## src/rtl/fetch_stage.sv

```systemverilog
// rtl/fetch_stage.sv - instruction fetch stage: pc, imem address, IF/ID register
// Optional FETCH_HALT_ON_ZERO_EN: a zero imem word in RUN halts fetch.
module fetch_stage #(
    parameter int IWIDTH = 16,
    parameter int AWIDTH = 6,
    parameter int CWIDTH = 16
) (
    input  logic              clk,
    input  logic              reset,
    input  logic              stall,
    input  logic              redirect,
    input  logic [AWIDTH-1:0] redirect_pc,
    output logic [AWIDTH-1:0] imem_a,
    input  logic [IWIDTH-1:0] imem_rd,
    output logic [IWIDTH-1:0] ir,
    output logic [AWIDTH-1:0] ir_pc,
    output logic              ir_valid,
    output logic              halted,
    output logic [CWIDTH-1:0] fetch_count
);

    typedef enum logic {RUN, HALTED} state_t;

    state_t            state, state_next;
    logic [AWIDTH-1:0] pc, pc_next;
    logic [IWIDTH-1:0] ir_next;
    logic [AWIDTH-1:0] ir_pc_next;
    logic              ir_valid_next;
    logic [CWIDTH-1:0] count_next;
    logic              halt_marker;

    assign imem_a = pc;

`ifdef FETCH_HALT_ON_ZERO_EN
    assign halt_marker = (imem_rd == '0);
    assign halted      = (state == HALTED);
`else
    assign halt_marker = 1'b0;
    assign halted      = 1'b0;
`endif

    always_ff @(posedge clk) begin
        if (reset) begin
            state       <= RUN;
            pc          <= '0;
            ir          <= '0;
            ir_pc       <= '0;
            ir_valid    <= 1'b0;
            fetch_count <= '0;
        end else begin
            state       <= state_next;
            pc          <= pc_next;
            ir          <= ir_next;
            ir_pc       <= ir_pc_next;
            ir_valid    <= ir_valid_next;
            fetch_count <= count_next;
        end
    end

    always_comb begin
        state_next    = state;
        pc_next       = pc;
        ir_next       = ir;
        ir_pc_next    = ir_pc;
        ir_valid_next = ir_valid;
        count_next    = fetch_count;
        case (state)
            RUN: begin
                if (redirect) begin
                    // The word fetched this cycle is wrong-path; squash it.
                    pc_next       = redirect_pc;
                    ir_valid_next = 1'b0;
                end else if (stall) begin
                    ir_valid_next = ir_valid;
                end else if (halt_marker) begin
                    state_next    = HALTED;
                    ir_valid_next = 1'b0;
                end else begin
                    ir_next       = imem_rd;
                    ir_pc_next    = pc;
                    ir_valid_next = 1'b1;
                    pc_next       = pc + AWIDTH'(1);
                    if (fetch_count != {CWIDTH{1'b1}})
                        count_next = fetch_count + CWIDTH'(1);
                end
            end
            HALTED: begin
                ir_valid_next = 1'b0;
                if (redirect) begin
                    state_next = RUN;
                    pc_next    = redirect_pc;
                end
            end
            default: state_next = RUN;
        endcase
    end

endmodule

```

## config.mk

```make
export PLATFORM = sky130hd
export DESIGN_NAME = fetch_stage
export DESIGN_NICKNAME = d
export VERILOG_FILES = /design/src/rtl/fetch_stage.sv
export SDC_FILE = /design/constraint.sdc
export NUM_CORES = 1
export LEC_CHECK = 0
export CAP_MARGIN = 20
export CORE_ASPECT_RATIO = 0.75
export CORE_MARGIN = 2
export CORE_UTILIZATION = 40
export CTS_BUF_LIST = sky130_fd_sc_hd__clkbuf_8
export CTS_CLUSTER_DIAMETER = 40
export DETAILED_ROUTE_END_ITERATION = 7
export PLACE_DENSITY = 0.73
export SLEW_MARGIN = 15
export SYNTH_ARGS = -nofsm -noshare
export SYNTH_HDL_FRONTEND = slang
export SYNTH_SLANG_ARGS = --single-unit
```

## constraint.sdc

```tcl
create_clock -name clk -period 2.75 [get_ports clk]
set_input_delay 0.55 -clock clk [delete_from_list [all_inputs] [get_ports clk]]
set_output_delay 0.55 -clock clk [all_outputs]
set_load 0.1 [all_outputs]
```

---- Word-level counts from Yosys, hierarchy flattened ----
Cells that the tools add are included.
storage, ports and cells
  register bits after elaboration ......... 46
  latch bits .............................. 0
  RAM bits ................................ 0
  bits in read-only memories .............. 0
  word-level logic and storage cells ...... 26
  memories kept ........................... 0
operators by class
  add/subtract/negate cells ............... 2
  $mul .................................... 0
  divide/modulo/power cells ............... 0
  $lt $le $gt $ge ......................... 0
  eq/ne operators ......................... 3
  shift operators ......................... 0
  multiplexer cells ....................... 9
  bitwise gates (word level) .............. 3
  reductions and logical operators ........ 3
operators with widths
  operator                                                          number
  6-bit two-way mux                                                 3
  16-bit by 1-bit adder with 16-bit output (second input constant)  1
  16-bit inequality test (second input constant)                    1
  6-bit case mux with 2 select lines                                1
  6-bit by 1-bit adder with 6-bit output (second input constant)    1
  1-bit case mux with 2 select lines                                2
  4-bit AND reduction                                               1
  1-bit two-way mux                                                 3
  3-bit inequality test (second input constant)                     1
  1-bit NOT                                                         3
  3-bit AND reduction                                               1
  2-bit inequality test (second input constant)                     1
  2-bit AND reduction                                               1

---- Logic depth before layout (Yosys ltp) ----
Gate-level depths: netlist (run 1).
  word-level depth ........................ 4
  gate-level depth with buffers ........... 6
  mapped depth without buffers ............ 5

---- Worst setup path before layout (run 1) ----
No wires, ideal clock.
  kind .................................... flip-flop to flip-flop
  start point ............................. register fetch_count[1]
  end point ............................... register fetch_count[14]
  setup time .............................. 116 ps
  data arrival time ....................... 2649 ps
  required time ........................... 2634 ps
  setup slack ............................. -14 ps
  cell stages (with the launch flop) ...... 6
  clock period less this slack ............ 2764 ps
  path through ............................ dfxtp_1 > ha_1 > nand4_1 > or3_1 > or4b_1 > and3b_1
on the way
  longest elaborated chain between the ends .. 2
  elaborated cells on any way between the ends .. 3
  classes of those cells .................. add/sub: 1; eq/ne: 1; reduce/logical: 1
RTL lines
  element                                                                                           line  RTL
  start, declared                                                                                   19    output logic [CWIDTH-1:0] fetch_count
  start signal, assigned                                                                            56    fetch_count <= count_next;
  parallel branches: the longest is 2 deep, another holds 16-bit by 1-bit adder with 16-bit output  -
Parallel ways; which one is timed is not known.
A chain may end at the register's enable or synchronous reset.

---- Worst setup path after layout (run 1) ----
  start point ............................. input port redirect
  end point ............................... register fetch_count[11]
on the way
  longest elaborated chain between the ends .. 2
RTL lines
  element                        line  RTL
  start, declared                11    input logic redirect,
  1-bit NOT (no line)            -
  4-bit AND reduction (no line)  -
No other way between the ends.

==> metrics.csv, run 1 <==
stage;metric;value;unit
cts;total CTS buffers;5;
cts;clock-pin slew on the worst setup and hold paths;80;ps
sta;setup TNS;0;ps
floorplanning;Initial Util;0.424;
cts;# clock sinks;46;
sta;Slew Limit Headroom;0.503;
routing;Vias;1923;
routing;drc violations;0;
pwr;Max VDD drop;291;µV
pwr;Logic pwr share;0.210;
cells_and_area;share of layout cells above drive strength 1;0.220;
synth;Post-synth EDFFs;0;
placed_design;GPL Wtd Cong;0.747;
cells_and_area;final non-filler cell total;362;
floorplanning;Core Box Area;4550;µm²
status;outcome;finished, final reports clean;
pwr;Seq pwr share;0.474;
global_routing;initial antenna violation count;0;
cells_and_area;Nets;332;
routing;DRC marker count from the first detailed-route iteration;105;
synth;post-synthesis async set-or-reset flop share;0;
placed_design;I/O Buffers;70;
min_path;Hold WC Path Type;reg2reg;
sta;fin crit period;2390;ps
sta;Tcrit/Tclk final;0.870;
worst_setup_path;endpoint class of the critical path;register;
cells_and_area;diode count;0;
worst_setup_path;critical path class;in2reg;
global_routing;number of global-route vias before repair;1739;
synth;syn_area_per_cell;8.32;µm²
cts;CTS H-tree lvls;2;
synth;syn nets;260;
worst_setup_path;worst path required time;2970;ps
cts;CTS Hold Buffers Added;0;
cells_and_area;Syn-to-layout area delta;40.9;%
global_routing;grt ovf;0;
cts;Clk Latency, worst-skew pair;290;ps
placed_design;DP HPWL;3380;µm
worst_setup_path;crit-path max FO;8;
flow_run;Max-Cap Viols;0;
global_routing;first-pass GRT wire length;8150;µm
pwr;NetSw;462;µW
routing;drt first pass iters;5;
pwr;Switching Share;0.310;
floorplanning;Rows;21;
synth;Synth Cell Area;1930;µm²
pwr;Cell Int Power;1030;µW
sta;max-slew violations;0;
floorplanning;total die area;5400;µm²
floorplanning;Die Ht;64.1;µm
routing;via/cell ratio;5.31;
cts;post_cts resized;0;
synth;Seq/Total Area, Yosys;0.477;
global_routing;global-route total usage across every layer;0.185;
synth;Seq cells post-synth;46;
pwr;Leakage;0.00104;µW
sta;f_max;418;MHz
floorplanning;IO Pins;72;
sta;skew final;4.08;ps
pwr;power per cell area;548;nW/µm²
synth;ys flop type;dfxtp_1;
floorplanning;Die Wd;84.2;µm
sta;RSZ-0062 raised after global routing;false;
worst_setup_path;type of origin of the critical path;input pin;
cts;Clock Tree Buf Depth;2;
synth;post-synthesis cell count;232;
sta;Final Hold Fails;0;
sta;final setup vio count;0;
placed_design;dpl cells;354;
worst_setup_path;WP data arrival;2620;ps
routing;drt wl/cell;13.2;µm
synth;Yosys warnings;0;
sta;Tightest Pin Transition;739;ps
synth;count of cell types in the netlist;35;
pwr;Clock Power Share;0.315;
global_routing;largest net degree at the start of global routing;32;
cts;TritonCTS clock tree;yes;
routing;ANT nets after route;0;
cts;Post-CTS Setup Bufs;0;
routing;wirelength, routed;4790;µm
cts;Clk Tree Root Cell;clkbuf_8;
==> cell usage in the layout, fill, tap and decap left out <==
cell	count
a2111oi_0	1
a211oi_1	4
a21oi_1	36
a311oi_1	1
and3_1	1
and3b_1	1
and4_1	1
buf_4	54
clkbuf_8	8
clkdlybuf4s50_1	25
conb_1	1
dfxtp_1	44
dfxtp_2	2
ha_1	2
inv_1	4
mux2_1	1
mux2i_1	1
nand2_1	50
nand3_1	6
nand3b_1	1
nand4_1	6
nand4b_1	1
nor2_1	10
nor2b_1	1
nor3_1	1
nor3_2	1
nor3b_1	2
nor4_2	1
o21ai_0	1
o21ai_1	3
o21bai_1	1
o31ai_1	11
or3_1	4
or3_4	1
or4_1	11
or4b_1	1
xnor2_1	1
xor2_1	4
==> path summary, 6_finish.rpt <==
check	from	end	slack [ps]	cells past startpoint
max	redirect	fetch_count[11]	360	5
min reg2reg	ir[8]	ir[8]	460	2
max reg2reg	state	fetch_count[11]	670	4
min	ir[8]	ir[8]	460	2
==> worst max-delay path, cell delays in order <==
cell and delay (ps):
clkdlybuf4s50_1 420, or3_4 400, or4_1 640, or4_1 460, a21oi_1 140
==> state kept, by name (all words and copies together), names as in the netlist <==
register	cells
imem_a	6
state	1
ir_pc	6
ir	16
fetch_count	16
ir_valid	1
==> area by class of cell <==
cell class	count	area [µm²]
Clock buffer	8	110
Fill cell	415	1830
Inverter	4	15.0
Multi-Input combinational cell	168	942
Sequential cell	46	923
Tap cell	57	71.3
Timing Repair Buffer	79	656
==> metrics by stage <==
stage	setup slack, ps	hold WS, ps	instance area [µm²]	utilization	power (µW)
global placement	110	443	2610	0.574	1030
finish	356	457	2720	0.598	1490
detailed placement	63.2	447	2610	0.574	1040
floorplan	180	493	1930	-	943
global route	279	486	2720	0.598	1560
CTS	369	459	2720	0.598	1510
==> routing by layer <==
metal  GRT usage  wire (µm)  up-vias
met5           0          0        -
met4      0.0423         32        0
met3      0.0646        312        2
met2       0.287       2120       51
met1       0.249       2320      897
li1            -          -      973
==> synth_stat cells (2+ instances only) <==
cell	count	area share
or4_1	11	0.043
o21ai_1	3	0.0078
o31ai_1	11	0.043
ha_1	2	0.013
nand2_1	50	0.097
nor2_1	10	0.019
xor2_1	4	0.018
or3_1	4	0.013
nand4_1	6	0.019
a211oi_1	4	0.016
inv_1	4	0.0078
clkbuf_1	13	0.025
nor3_1	2	0.0052
dfxtp_1	46	0.48
nand3_1	6	0.016
nor3b_1	2	0.0078
a21oi_1	36	0.093
==> power by group through the flow <==
stage / logic [µW] / clock network [µW] / registers (µW)
global route: 329 / 516 / 711
floorplan: 62.0 / 0 / 881
global placement: 312 / 0 / 722
CTS: 315 / 484 / 707
finish: 313 / 470 / 707
detailed placement: 314 / 0 / 723
==> logic make-up (layout without fill, tap and decap cells) <==
group           count (synthesis)  in the layout  share of synthesized area
fa+ha+maj                       2              2                     0.0130
simple gates                  100            100                      0.262
xor+xnor                        5              5                     0.0227
buf+inv                        18             91                     0.0370
other cells                     1              1                    0.00194
compound gates                 58             58                      0.175
flops                          46             46                      0.477
mux                             2              2                     0.0110
No activity file was read; power rests on OpenSTA's default activity.
==> run 2: changes to the inputs <==
CORE_UTILIZATION = 31   (was 40)
PLACE_DENSITY = default   (was 0.73)
==> run 2 against run 1 <==
Against the previous run:
- clock skew increased by 3.2 ps
- count of clock-buffer cells in the layout decreased by 2
- critical path depth unchanged
- wire length increased by 7.5%
- first-iteration DRC count decreased by 61%
- die area increased by 27%
- critical endpoint unchanged
- fmax decreased by 0.81%
- largest power group unchanged
==> metrics.csv, run 2 (synthesized netlist as in run 1, its figures left out) <==
stage;metric;value;unit;change
global_routing;number of global-route vias before repair;1714;;-1.4%
cells_and_area;Syn-to-layout area delta;39.4;%;
floorplanning;Core Box Area;5920;µm²;+30%
routing;drc violations;0;;unchanged
routing;Vias;1884;;-2.0%
worst_setup_path;WP data arrival;2630;ps;about the same
cts;post_cts resized;0;;unchanged
routing;via/cell ratio;4.98;;-6.2%
placed_design;I/O Buffers;70;;unchanged
global_routing;initial antenna violation count;0;;unchanged
cts;CTS H-tree lvls;2;;unchanged
sta;final worst setup slack;337;ps;-19.4 ps
cells_and_area;Nets;329;;-0.90%
pwr;Max VDD drop;225;µV;-23%
sta;final setup vio count;0;;unchanged
routing;ANT nets after route;0;;unchanged
sta;Tightest Pin Transition;827;ps;+87.5 ps
sta;Hold WS;455;ps;-1.66 ps
sta;Tcrit/Tclk final;0.878;;+0.00707
pwr;power per cell area;526;nW/µm²;-4.0%
cells_and_area;design area;2690;µm²;-1.1%
placed_design;GPL Wtd Cong;0.782;;+4.7%
cts;Clock Tree Buf Depth;2;;unchanged
cts;total CTS buffers;5;;unchanged
floorplanning;total die area;6880;µm²;+27%
placed_design;DP Worst Slack;40.3;ps;-22.9 ps
worst_setup_path;Critical Path Max Stage Delay;650;ps;about the same
floorplanning;Die Wd;95.1;µm;+13%
worst_setup_path;type of origin of the critical path;input pin;;
sta;max-slew violations;0;;unchanged
cells_and_area;share of layout cells above drive strength 1;0.210;;-0.00967
placed_design;placed inst area;2610;µm²;about the same
cells_and_area;multi-input logic area;942;µm²;unchanged
global_routing;grt ovf;0;;unchanged
routing;wirelength, routed;5150;µm;+7.5%
routing;drt wl/cell;13.6;µm;+2.9%
cells_and_area;post-route core utilization;0.455;;-0.143
sta;setup TNS;0;ps;unchanged
status;outcome;finished, final reports clean;;
worst_setup_path;Crit-path slowest cell;or4_1;;
cts;CTS Hold Buffers Added;0;;unchanged
floorplanning;Rows;24;;+14%
worst_setup_path;crit-path max FO;8;;unchanged
worst_setup_path;most repeated library cell on the critical path;or4_1;;
sta;fin crit period;2410;ps;+19.4 ps
cells_and_area;diode count;0;;unchanged
global_routing;global-route total usage across every layer;0.152;;-0.0330
worst_setup_path;worst path required time;2970;ps;about the same
floorplanning;Initial Util;0.326;;-0.0983
cells_and_area;Fill cells;607;;+46%
sta;Slew Limit Headroom;0.445;;-0.0588
cts;# clock sinks;46;;unchanged
worst_setup_path;critical path class;in2reg;;
cts;TritonCTS clock tree;yes;;
global_routing;largest net degree at the start of global routing;32;;unchanged
min_path;Hold WC Path Type;reg2reg;;
cts;Post-CTS Setup Bufs;0;;unchanged
flow_run;Max-Cap Viols;0;;unchanged
cells_and_area;Top Registers;fetch_count x16, ir x16;;
floorplanning;IO Pins;72;;unchanged
global_routing;first-pass GRT wire length;8250;µm;+1.3%
cells_and_area;most frequent cells in the layout;buf_4, nand2_1, dfxtp_1;;
placed_design;DP HPWL;3620;µm;+7.0%
sta;skew final;7.27;ps;+3.19 ps
floorplanning;Die Ht;72.3;µm;+13%
worst_setup_path;endpoint class of the critical path;register;;
cells_and_area;commonest non-fill, non-tap cell in the layout;buf_4;;
worst_setup_path;r2r worst-path depth;5;;+1
cts;Clk Tree Root Cell;clkbuf_8;;
sta;Final Hold Fails;0;;unchanged
worst_setup_path;Cell Chain, Critical Path;clkdlybuf4s50_1 -> or3_4 -> or4_1 -> or4_1 -> a21oi_1;;
cts;clock-pin slew on the worst setup and hold paths;80;ps;about the same
cells_and_area;Register Area;923;µm²;unchanged
routing;DRC marker count from the first detailed-route iteration;41;;-61%
routing;drt first pass iters;4;;-1
sta;f_max;414;MHz;-0.81%
sta;RSZ-0062 raised after global routing;false;;
pwr;Leakage;0.00101;µW;-2.7%
cts;Clk Latency, worst-skew pair;290;ps;about the same
min_path;Hold Path Cell Cnt;2;;unchanged
## run 2: cell types whose count changed in the layout (fill, tap and decap cells not counted), sizes merged
| cell | change |
|---|---|
| clkbuf | -2 |
| clkdlybuf4s50 | -1 |
| buf | -2 |
## run 2: layout make-up
class / count / share of cell area
multi-input cells: 168 / 0.350
flip-flops and latches: 46 / 0.343
inverters: 4 / 0.00558
clock buffers: 6 / 0.0307
repair buffers: 76 / 0.234
well taps: 78 / 0.0363
## run 2: worst max-delay path, delay by kind of cell
family	cells	cell delay (ps)
buf+inv	1	420
compound gates	1	140
simple gates	3	1510
## run 2: metrics by stage
stage | total power (µW) | std cells
after global routing | 1480 | 378
after CTS | 1440 | 378
after detailed placement | 1040 | 372
final | 1420 | 378
after floorplan | 943 | 232
after global placement | 1030 | 372
## run 2: where the power goes
part           internal (µW)  leakage (µW)  switching, µW
Sequential               688      0.000376           19.7
Clock                    194     0.0000431            204
Combinational           82.8      0.000591            227
Total                    965       0.00101            450
## run 2: path summary, 6_finish.rpt
check / start / end / slack (ps)
hold reg to reg: ir_pc[5] / ir_pc[5] / 460
setup reg to reg: fetch_count[0] / fetch_count[14] / 550
setup / recovery: redirect / fetch_count[11] / 340
hold / removal: ir_pc[5] / ir_pc[5] / 460
## run 2: routing by layer
metal / vias to the layer above / share of wire / GRT usage
met5: - / 0 / 0
met4: 0 / 0.0078 / 0.0483
met3: 4 / 0.075 / 0.0405
met2: 58 / 0.43 / 0.227
met1: 860 / 0.48 / 0.214
li1: 962 / - / -
